--- config.mk ---
export PLATFORM = sky130hd
export DESIGN_NAME = prog_mem_loader
export DESIGN_NICKNAME = d
export VERILOG_FILES = /design/src/rtl/pmem_pkg.sv /design/src/rtl/pmem_frame_cksum.sv /design/src/rtl/prog_mem_loader.sv
export SDC_FILE = /design/constraint.sdc
export NUM_CORES = 1
export LEC_CHECK = 0
export ABC_AREA = 1
export CAP_MARGIN = 5
export CORE_UTILIZATION = 60
export DETAILED_ROUTE_END_ITERATION = 10
export PLACE_DENSITY = 0.83
export SYNTH_ARGS = -nofsm -noshare
export SYNTH_HDL_FRONTEND = slang
export SYNTH_SLANG_ARGS = --single-unit
--- constraint.sdc ---
create_clock -name clk -period 4.36 [get_ports clk]
set_clock_uncertainty 0.15 [all_clocks]
set_input_delay 1.308 -clock clk [delete_from_list [all_inputs] [get_ports clk]]
set_output_delay 1.308 -clock clk [all_outputs]
set_load 0.05 [all_outputs]
--- src/rtl/pmem_pkg.sv ---
`default_nettype none
// ============================================================================
//  Module   : pmem_pkg
//  Purpose  : Shared definitions for the program-memory download loader:
//             frame FSM state encoding, error-code values and the default
//             frame header byte.
//  Revision : 1.0  initial release
// ============================================================================
package pmem_pkg;

  // Frame parser states. Seven states fit in three bits.
  typedef enum logic [2:0] {
    ST_IDLE = 3'd0,
    ST_AHI  = 3'd1,
    ST_ALO  = 3'd2,
    ST_CNT  = 3'd3,
    ST_DHI  = 3'd4,
    ST_DLO  = 3'd5,
    ST_CHK  = 3'd6
  } pmem_state_t;

  // err_code values.
  localparam logic [1:0] ERR_NONE  = 2'b00;
  localparam logic [1:0] ERR_CKSUM = 2'b01;
  localparam logic [1:0] ERR_FMT   = 2'b10;
  localparam logic [1:0] ERR_TMO   = 2'b11;

  // Default frame header byte.
  localparam logic [7:0] C_SYNC_BYTE_DEFAULT = 8'hA5;

endpackage : pmem_pkg
`default_nettype wire

--- src/rtl/pmem_frame_cksum.sv ---
`default_nettype none
// ============================================================================
//  Module   : pmem_frame_cksum
//  Purpose  : 8-bit running-sum accumulator for download frames.
//  Ports    : clk, reset   - clock and synchronous active-high reset
//             i_clr        - clear the sum (takes priority over i_add)
//             i_add        - add i_data into the sum this cycle
//             i_data       - byte presented this cycle
//             o_zero       - the sum including i_data is zero; lets the
//                            frame parser judge the checksum byte in the
//                            same cycle it is accepted
//  Revision : 1.0  initial release
// ============================================================================
module pmem_frame_cksum (
  input  logic       clk,
  input  logic       reset,
  input  logic       i_clr,
  input  logic       i_add,
  input  logic [7:0] i_data,
  output logic       o_zero
);

  logic [7:0] r_sum;
  logic [7:0] w_sum_next;

  assign w_sum_next = r_sum + i_data;
  assign o_zero     = (w_sum_next == 8'h00);

  always_ff @(posedge clk) begin
    if (reset) begin
      r_sum <= 8'h00;
    end else if (i_clr) begin
      r_sum <= 8'h00;
    end else if (i_add) begin
      r_sum <= w_sum_next;
    end
  end

endmodule : pmem_frame_cksum
`default_nettype wire

--- src/rtl/prog_mem_loader.sv ---
`default_nettype none
// ============================================================================
//  Module   : prog_mem_loader
//  Purpose  : Converts framed download byte packets into word writes to the
//             writable program memory, holding the core in reset while a
//             frame is in progress.
//             Frame: SYNC, ADDR_HI, ADDR_LO, COUNT, COUNT x (DATA_HI,
//             DATA_LO), CK. The 8-bit sum of all bytes after SYNC,
//             including CK, must be zero.
//  Ports    : clk, reset            - clock, synchronous active-high reset
//             rx_data/valid/ready   - byte input handshake
//             mem_we/addr/wdata     - one-cycle program memory write
//             cpu_hold              - core held in reset during a frame
//             done                  - one-cycle pulse on a good frame
//             err, err_code         - sticky error flag and its cause
//  Options  : PMEM_LOADER_TIMEOUT_EN - when defined, a frame idle for
//             TIMEOUT_CYC clocks is aborted with err_code = timeout.
//  Revision : 1.0  initial release
// ============================================================================
module prog_mem_loader
  import pmem_pkg::*;
#(
  parameter int         ADDR_W      = 11,
  parameter int         DATA_W      = 14,
  parameter logic [7:0] SYNC_BYTE   = C_SYNC_BYTE_DEFAULT,
  parameter int         TIMEOUT_CYC = 1000
) (
  input  logic              clk,
  input  logic              reset,
  input  logic [7:0]        rx_data,
  input  logic              rx_valid,
  output logic              rx_ready,
  output logic              mem_we,
  output logic [ADDR_W-1:0] mem_addr,
  output logic [DATA_W-1:0] mem_wdata,
  output logic              cpu_hold,
  output logic              done,
  output logic              err,
  output logic [1:0]        err_code
);

  // Number of meaningful bits carried by DATA_HI.
  localparam int DHI_BITS = DATA_W - 8;

  pmem_state_t       r_state;
  logic [2:0]        r_ahi;
  logic [ADDR_W-1:0] r_addr;
  logic [7:0]        r_cnt;
  logic [7:0]        r_dhi;

  logic              w_acc;
  logic              w_dhi_bad;
  logic [15:0]       w_cat;
  logic [DATA_W-1:0] w_word;
  logic              w_ck_ok;
  logic              w_sum_clr;
  logic              w_sum_add;

  assign w_acc     = rx_valid & rx_ready;
  assign w_dhi_bad = ((rx_data >> DHI_BITS) != 8'h00);
  // DATA_HI upper bits are verified zero, so truncation assembles the word.
  assign w_cat     = {r_dhi, rx_data};
  assign w_word    = w_cat[DATA_W-1:0];

  assign w_sum_clr = w_acc && (r_state == ST_IDLE) && (rx_data == SYNC_BYTE);
  assign w_sum_add = w_acc && (r_state != ST_IDLE);

  pmem_frame_cksum u_cksum (
    .clk    (clk),
    .reset  (reset),
    .i_clr  (w_sum_clr),
    .i_add  (w_sum_add),
    .i_data (rx_data),
    .o_zero (w_ck_ok)
  );

`ifdef PMEM_LOADER_TIMEOUT_EN
  localparam int TMO_W = (TIMEOUT_CYC > 1) ? $clog2(TIMEOUT_CYC) : 1;
  logic [TMO_W-1:0] r_tmo;
`endif

  always_ff @(posedge clk) begin
    if (reset) begin
      r_state   <= ST_IDLE;
      r_ahi     <= 3'd0;
      r_addr    <= '0;
      r_cnt     <= 8'd0;
      r_dhi     <= 8'd0;
      rx_ready  <= 1'b0;
      mem_we    <= 1'b0;
      mem_addr  <= '0;
      mem_wdata <= '0;
      cpu_hold  <= 1'b0;
      done      <= 1'b0;
      err       <= 1'b0;
      err_code  <= ERR_NONE;
`ifdef PMEM_LOADER_TIMEOUT_EN
      r_tmo     <= '0;
`endif
    end else begin
      rx_ready <= 1'b1;
      mem_we   <= 1'b0;
      done     <= 1'b0;

`ifdef PMEM_LOADER_TIMEOUT_EN
      // An accepted byte always beats the terminal count.
      if (w_acc || (r_state == ST_IDLE)) begin
        r_tmo <= '0;
      end else if (r_tmo == TMO_W'(TIMEOUT_CYC - 1)) begin
        r_tmo    <= '0;
        r_state  <= ST_IDLE;
        cpu_hold <= 1'b0;
        err      <= 1'b1;
        err_code <= ERR_TMO;
      end else begin
        r_tmo <= r_tmo + 1'b1;
      end
`endif

      if (w_acc) begin
        case (r_state)
          ST_IDLE: begin
            // Anything other than the header byte is line noise.
            if (rx_data == SYNC_BYTE) begin
              r_state  <= ST_AHI;
              cpu_hold <= 1'b1;
              err      <= 1'b0;
              err_code <= ERR_NONE;
            end
          end
          ST_AHI: begin
            if (rx_data[7:3] != 5'd0) begin
              r_state  <= ST_IDLE;
              cpu_hold <= 1'b0;
              err      <= 1'b1;
              err_code <= ERR_FMT;
            end else begin
              r_ahi   <= rx_data[2:0];
              r_state <= ST_ALO;
            end
          end
          ST_ALO: begin
            r_addr  <= ADDR_W'({r_ahi, rx_data});
            r_state <= ST_CNT;
          end
          ST_CNT: begin
            if (rx_data == 8'd0) begin
              r_state  <= ST_IDLE;
              cpu_hold <= 1'b0;
              err      <= 1'b1;
              err_code <= ERR_FMT;
            end else begin
              r_cnt   <= rx_data;
              r_state <= ST_DHI;
            end
          end
          ST_DHI: begin
            if (w_dhi_bad) begin
              r_state  <= ST_IDLE;
              cpu_hold <= 1'b0;
              err      <= 1'b1;
              err_code <= ERR_FMT;
            end else begin
              r_dhi   <= rx_data;
              r_state <= ST_DLO;
            end
          end
          ST_DLO: begin
            mem_we    <= 1'b1;
            mem_addr  <= r_addr;
            mem_wdata <= w_word;
            r_addr    <= r_addr + 1'b1;
            r_cnt     <= r_cnt - 8'd1;
            r_state   <= (r_cnt == 8'd1) ? ST_CHK : ST_DHI;
          end
          ST_CHK: begin
            r_state  <= ST_IDLE;
            cpu_hold <= 1'b0;
            if (w_ck_ok) begin
              done <= 1'b1;
            end else begin
              err      <= 1'b1;
              err_code <= ERR_CKSUM;
            end
          end
          default: begin
            r_state <= ST_IDLE;
          end
        endcase
      end
    end
  end

endmodule : prog_mem_loader
`default_nettype wire

==> results of run 1 <==
cells by family after synthesis:
logic type | after synthesis
AOI/OAI and AO/OA | 131
xor gates and xnor gates | 11
adders and majority gates | 11
buffers and inverters | 72
DFF | 71
and+or+nand+nor | 192
sequential cells by signal, indices dropped and copies added (netlist names), 2 cells and up:
| name | flops |
|---|---|
| r_ahi | 3 |
| r_state | 3 |
| u_cksum.r_sum | 8 |
| r_dhi | 6 |
| r_addr | 11 |
| mem_wdata | 14 |
| r_cnt | 8 |
| mem_addr | 11 |
| err_code | 2 |
routing by layer:
layer | GRT usage (%) | vias up | wire length, um
met3 | 8.72 | 20 | 397
met5 | 0 | - | 0
met1 | 38.0 | 1540 | 3970
met4 | 13.3 | 0 | 184
met2 | 51.3 | 71 | 4170
li1 | - | 1685 | -
final cells by class:
| cell class | count | area [um2] |
|---|---|---|
| timing repair buffer | 46 | 450 |
| clock inverter | 6 | 43.8 |
| multi-input combinational | 345 | 1790 |
| tap | 72 | 90.1 |
| sequential | 71 | 1420 |
| fill | 446 | 1430 |
| inverter | 56 | 211 |
| clock buffer | 10 | 138 |
through the flow:
| stage | hold slack (ns) | instances | cell area (um2) | setup slack [ns] |
|---|---|---|---|---|
| after global routing | 0.345 | 606 | 4150 | 0.859 |
| after detailed placement | 0.308 | 590 | 3970 | 0.715 |
| final | 0.326 | 606 | 4150 | 1.05 |
| after floorplan | 0.275 | 488 | 3510 | 1.43 |
| after global placement | 0.307 | 590 | 3970 | 0.809 |
| after CTS | 0.319 | 606 | 4150 | 1.07 |
power breakdown:
group / switching [W] / leakage, nW / total [W] / internal (W)
Combinational: 0.0000430 / 1.10 / 0.0000648 / 0.0000218
Clock: 0.000271 / 0.0926 / 0.000495 / 0.000224
Sequential: 0.000000414 / 0.572 / 0.000649 / 0.000648
Yosys cell counts, types with 2 or more instances:
library cell / count / area share [%]
xnor2_1: 3 / 0.75
buf_2: 4 / 0.57
a211oi_1: 5 / 1.1
a31oi_1: 2 / 0.36
a21oi_1: 55 / 7.8
buf_4: 2 / 0.43
dfxtp_1: 71 / 40
clkbuf_1: 7 / 0.75
ha_1: 10 / 3.6
o21ai_1: 5 / 0.71
inv_2: 6 / 0.64
o21ai_0: 58 / 8.3
buf_6: 2 / 0.64
nor3_1: 3 / 0.43
nand2_1: 71 / 7.6
nand3_1: 25 / 3.6
xor2_1: 8 / 2.0
nor3_2: 2 / 0.57
o21ai_2: 2 / 0.50
nand2_2: 5 / 0.89
nor2_1: 71 / 7.6
nor2_4: 3 / 0.96
nand4_1: 5 / 0.89
inv_1: 48 / 5.1
nor2_2: 4 / 0.71
worst min-delay path: stages, from the launching register on:
cell     delay [ns]
dfxtp_1        0.30
inv_1          0.07
a21oi_1        0.06
path summary, 6_finish.rpt:
kind / startpoint / endpoint / slack [ns]
setup / recovery: rx_data[0] / err_code[0]$_SDFFE_PP0P_ / 1.05
hold / removal: r_ahi[1]$_SDFFE_PP0P_ / r_ahi[1]$_SDFFE_PP0P_ / 0.33
setup reg to reg: u_cksum.r_sum[0]$_SDFFE_PP0P_ / err_code[0]$_SDFFE_PP0P_ / 2.26
hold reg to reg: r_ahi[1]$_SDFFE_PP0P_ / r_ahi[1]$_SDFFE_PP0P_ / 0.33
==> flow_summary.yaml, run 1 <==
power:
  ir_drop_uv: 225
  p_leak_nw: 1.76
  power_density_mw_per_mm2: 291
  power_w: 0.00121
clocking:
  cts_setup_buffers: 0
  cts_tree: "done"
  clock_latency_ns: 0.36
  cts_resized: 0
  hold_buffers: 0
  clk_path_buf_depth: 2
  clk_pin_slew_worst_paths_ns: 0.08
  cts_buffers: 9
  clockRootBuffer: "clkbuf_8"
  cts_sinks: 71
  h-tree-depth: 3
synth:
  synth_area_mm2: 0.00351
  synth_compound_area_share_pct: 20.0
  yosys_warnings: 0
  synth_mux_area_share_pct: 0
  ys_seq_area_share_pct: 40.5
  synth-seq-cells: 71
  synth-simple-area-share_pct: 24.1
  postSynthCellCount: 488
  synth_async_sr_flop_share_pct: 0
  synthAdderAreaFrac_pct: 4.13
  avgSynthCellArea_um2: 7.20
  synth-xor-area-share_pct: 2.74
  synth_edf_count: 0
  synth_cell_types: 36
  synth_fp_nets: 510
  synth_top_family_by_area: "simple AND/OR/NAND/NOR gates"
  synth-main-ff-cell: "dfxtp_1"
final_layout:
  area_growth_syn_to_layout_pct: 18.0
  most-common-layout-cells: "nand2_1, nor2_1, dfxtp_1, o21ai_0, a21oi_1"
  final_nets: 551
  final_util_pct: 74.4
  drive_gt1_share_pct: 8.80
  diodes: 0
timing:
  drv_slew: 0
  period_share_pct: 75.9
  max_freq_mhz: 302
  rsz0062_at_grt: "no"
  max_slew_margin_pct: 62.6
  worstMarginPinSlew_ns: 0.559
  finalSetupTns_ns: 0
  finalHoldViolations: 0
  finalSetupViolations: 0
  min_period_ns: 3.31
critical_path:
  cp-start-kind: "input port"
  critPathArrivalTime_ns: 3.42
  cp_slowest_cell: "clkdlybuf4s50_1"
  worst-setup-path-type: "input port to register"
  path_delay_family: "adder cells"
  end_kind: "register"
  r2r_cells: 9
  worst_ep_required_time_ns: 4.47
  crit_cells: 10
  crit_fanout: 6
  cp.buffers_inverters: 1
  path_cells: "clkdlybuf4s50_1 > ha_1 > fa_1 > xor2_1 > nor2_1 > nand3_1 > nor2_2 > nand2_2 > a21oi_1 > nor2_1"
  slowest_delay_ns: 0.50
  crit_path_frequent_cell: "nor2_1"
detailed_routing:
  routedWlPerCell_um: 14.4
  drtAntennaViolNets: 0
  dr_total_vias: 3316
  routed_wl_um: 8720
  drt-initial-drc-count: 154
  drc: 0
  routed_via_density: 5.47
  drtPass1Iterations: 4
global_routing:
  grt_max_degree: 40
  grt_usage_pct: 31.2
  grt_pass1_vias: 3233
  overflow: 0
  grt_pass1_wl_um: 14800
  antenna_found_initial: 0
floorplanning:
  io_pins: 43
  placementRows: 27
  core_area_mm2: 0.00557
  fp.dieW_um: 78.5
  dieHeight_um: 78.5
  die-area_mm2: 0.00617
  start_util_pct: 63.0
run:
  max-cap-violations: 0
min_path:
  hold_path.class: "register to register"
  min_path_cells: 2
place:
  gp_congestion: 0.890
  dp.final_hpwl_um: 5970
  portBuffers: 42
run_status:
  outcome: "completed"
(Power assumes the default switching activity.)
==> run 2: changes to the inputs <==
- CORE_UTILIZATION: 60 -> 50
- PLACE_DENSITY: 0.83 -> 0.74
- clock period: 4.36 -> 2.8 ns (I/O delays scaled with it)
==> flow_summary.yaml, run 2 (synthesized netlist as in run 1, its figures left out) <==
clocking:
  cts_buffers: 9
  h-tree-depth: 3
  cts_tree: "done"
  clock_latency_ns: 0.35
  clk_path_buf_depth: 2
  hold_buffers: 0
  clockRootBuffer: "clkbuf_8"
  clk_pin_slew_worst_paths_ns: 0.07
  cts_sinks: 71
place:
  dp.cells: 638
  dp.final_hpwl_um: 6330
  gp_congestion: 0.866
  place_ws_ns: -0.246
  portBuffers: 42
global_routing:
  grt_usage_pct: 25.1
  grt_pass1_wl_um: 14600
  antenna_found_initial: 0
  grt_pass1_vias: 3174
  overflow: 0
  grt_max_degree: 40
critical_path:
  critPathArrivalTime_ns: 2.72
  worstReg2RegStart: "u_cksum.r_sum[0]$_SDFFE_PP0P_"
  r2r_cells: 10
  path_cells: "clkdlybuf4s50_1 > ha_2 > fa_2 > nor2_1 > nand2_1 > nor2_1 > nand3_1 > nor2_2 > nand2_2 > a21oi_1 > nor2_1"
  r2r-end: "err$_SDFFE_PP0P_"
  crit_fanout: 6
  end_kind: "register"
  worst_ep_required_time_ns: 2.87
  path_delay_family: "adder cells"
  cp_slowest_cell: "clkdlybuf4s50_1"
  worst-setup-path-type: "input port to register"
  regToRegSetupSlack_ns: 0.79
  cp.buffers_inverters: 1
  cp-start-kind: "input port"
  crit_path_frequent_cell: "nor2_1"
  slowest_delay_ns: 0.49
min_path:
  min_path_cells: 2
  hold_end: "r_ahi[1]$_SDFFE_PP0P_"
  min-delay-start: "r_ahi[1]$_SDFFE_PP0P_"
  hold_path.class: "register to register"
floorplanning:
  placementRows: 30
  start_util_pct: 51.7
  die-area_mm2: 0.00737
  dieHeight_um: 85.8
  io_pins: 43
  fp.dieW_um: 85.8
  core_area_mm2: 0.00679
run_status:
  outcome: "completed"
detailed_routing:
  drc: 0
  drtPass1Iterations: 5
  routed_via_density: 5.20
  routed_wl_um: 8720
  drtAntennaViolNets: 0
  drt-initial-drc-count: 178
  dr_total_vias: 3402
  routedWlPerCell_um: 13.3
run:
  max-cap-violations: 0
final_layout:
  final_nets: 575
  reg.largest.list: "mem_wdata x14, mem_addr x11, r_addr x11"
  drive_gt1_share_pct: 13.3
  diodes: 0
  fillers: 630
  largest_reg_flops: 14
  area_growth_syn_to_layout_pct: 25.5
  fin_cells: 654
  top_register: "mem_wdata"
  most-common-layout-cells: "nand2_1, nor2_1, dfxtp_1, o21ai_0, a21oi_1"
timing:
  rsz0062_at_grt: "no"
  drv_slew: 0
  max_slew_margin_pct: 65.9
  finalSetupViolations: 0
  worstMarginPinSlew_ns: 0.509
  period_share_pct: 94.4
  min_period_ns: 2.64
  setup_ws_ns: 0.156
  finalHoldViolations: 0
  max_freq_mhz: 378
power:
  power_density_mw_per_mm2: 463
  p_leak_nw: 1.89
  ir_drop_uv: 302
-- run 2: routing by layer --
layer | global-route usage, % | up-vias | share of wire [%]
met3 | 5.68 | 12 | 4.7
met4 | 5.61 | 0 | 0.92
met2 | 43.1 | 86 | 48
met5 | 0 | - | 0
li1 | - | 1737 | -
met1 | 32.4 | 1567 | 46
-- run 2: how the worst max path moves through the flow --
stage,start,endpoint,depth (start not counted)
6_report,rx_data[0],err$_SDFFE_PP0P_,11
5_1_grt,rx_data[0],err_code[0]$_SDFFE_PP0P_,12
4_1_cts,rx_data[0],err_code[0]$_SDFFE_PP0P_,13
3_5_place_dp,rx_data[0],err_code[0]$_SDFFE_PP0P_,13
3_3_place_gp,rx_data[0],err$_SDFFE_PP0P_,13
2_1_floorplan,rx_data[0],err_code[0]$_SDFFE_PP0P_,12
-- run 2: power by group --
group          leakage, nW  switching (W)  total, W  internal [W]
registers            0.572    0.000000686   0.00101       0.00101
logic                 1.21      0.0000706  0.000121     0.0000502
clock network        0.110       0.000384  0.000910      0.000526
total                 1.89       0.000455   0.00204       0.00159
-- run 2: tightest hold or removal path, delay by kind of cell (launching register included) --
kind            cells  cell delay [ns]
compound gates      1             0.06
flops               1             0.30
buf+inv             1             0.06
-- run 2: repair_timing --
item / in CTS / in global routing
endpoints found under the setup margin: 0 / 3
setup buffers: 0 / 0
resized for setup: 0 / 4
-- run 2: final cells by class --
| class | instances | area (um2) | area share [%] |
|---|---|---|---|
| Multi-Input combinational cell | 345 | 1800 | 40.9 |
| Sequential cell | 71 | 1420 | 32.2 |
| Timing Repair Buffer | 70 | 631 | 14.3 |
| Inverter | 56 | 211 | 4.79 |
| Clock buffer | 11 | 141 | 3.21 |
| Tap cell | 96 | 120 | 2.72 |
| Clock inverter | 5 | 81.3 | 1.84 |
-- run 2: per-stage QoR --
stage / power [W] / setup TNS [ns] / instance area (um2) / util, % / hold WS, ns
floorplan: 0.00109 / 0 / 3510 / - / 0.275
global placement: 0.00115 / -0.570 / 4180 / 61.5 / 0.289
detailed placement: 0.00115 / -1.00 / 4180 / 61.5 / 0.297
CTS: 0.00205 / 0 / 4400 / 64.7 / 0.310
global route: 0.00211 / 0 / 4410 / 64.9 / 0.336
finish: 0.00204 / 0 / 4410 / 64.9 / 0.313
==> run 3: changes to the inputs <==
- SKIP_CTS_REPAIR_TIMING: unset -> 1
==> results of run 3 <==
Same layout as run 2: the final DEF is identical, and so are final timing and power.
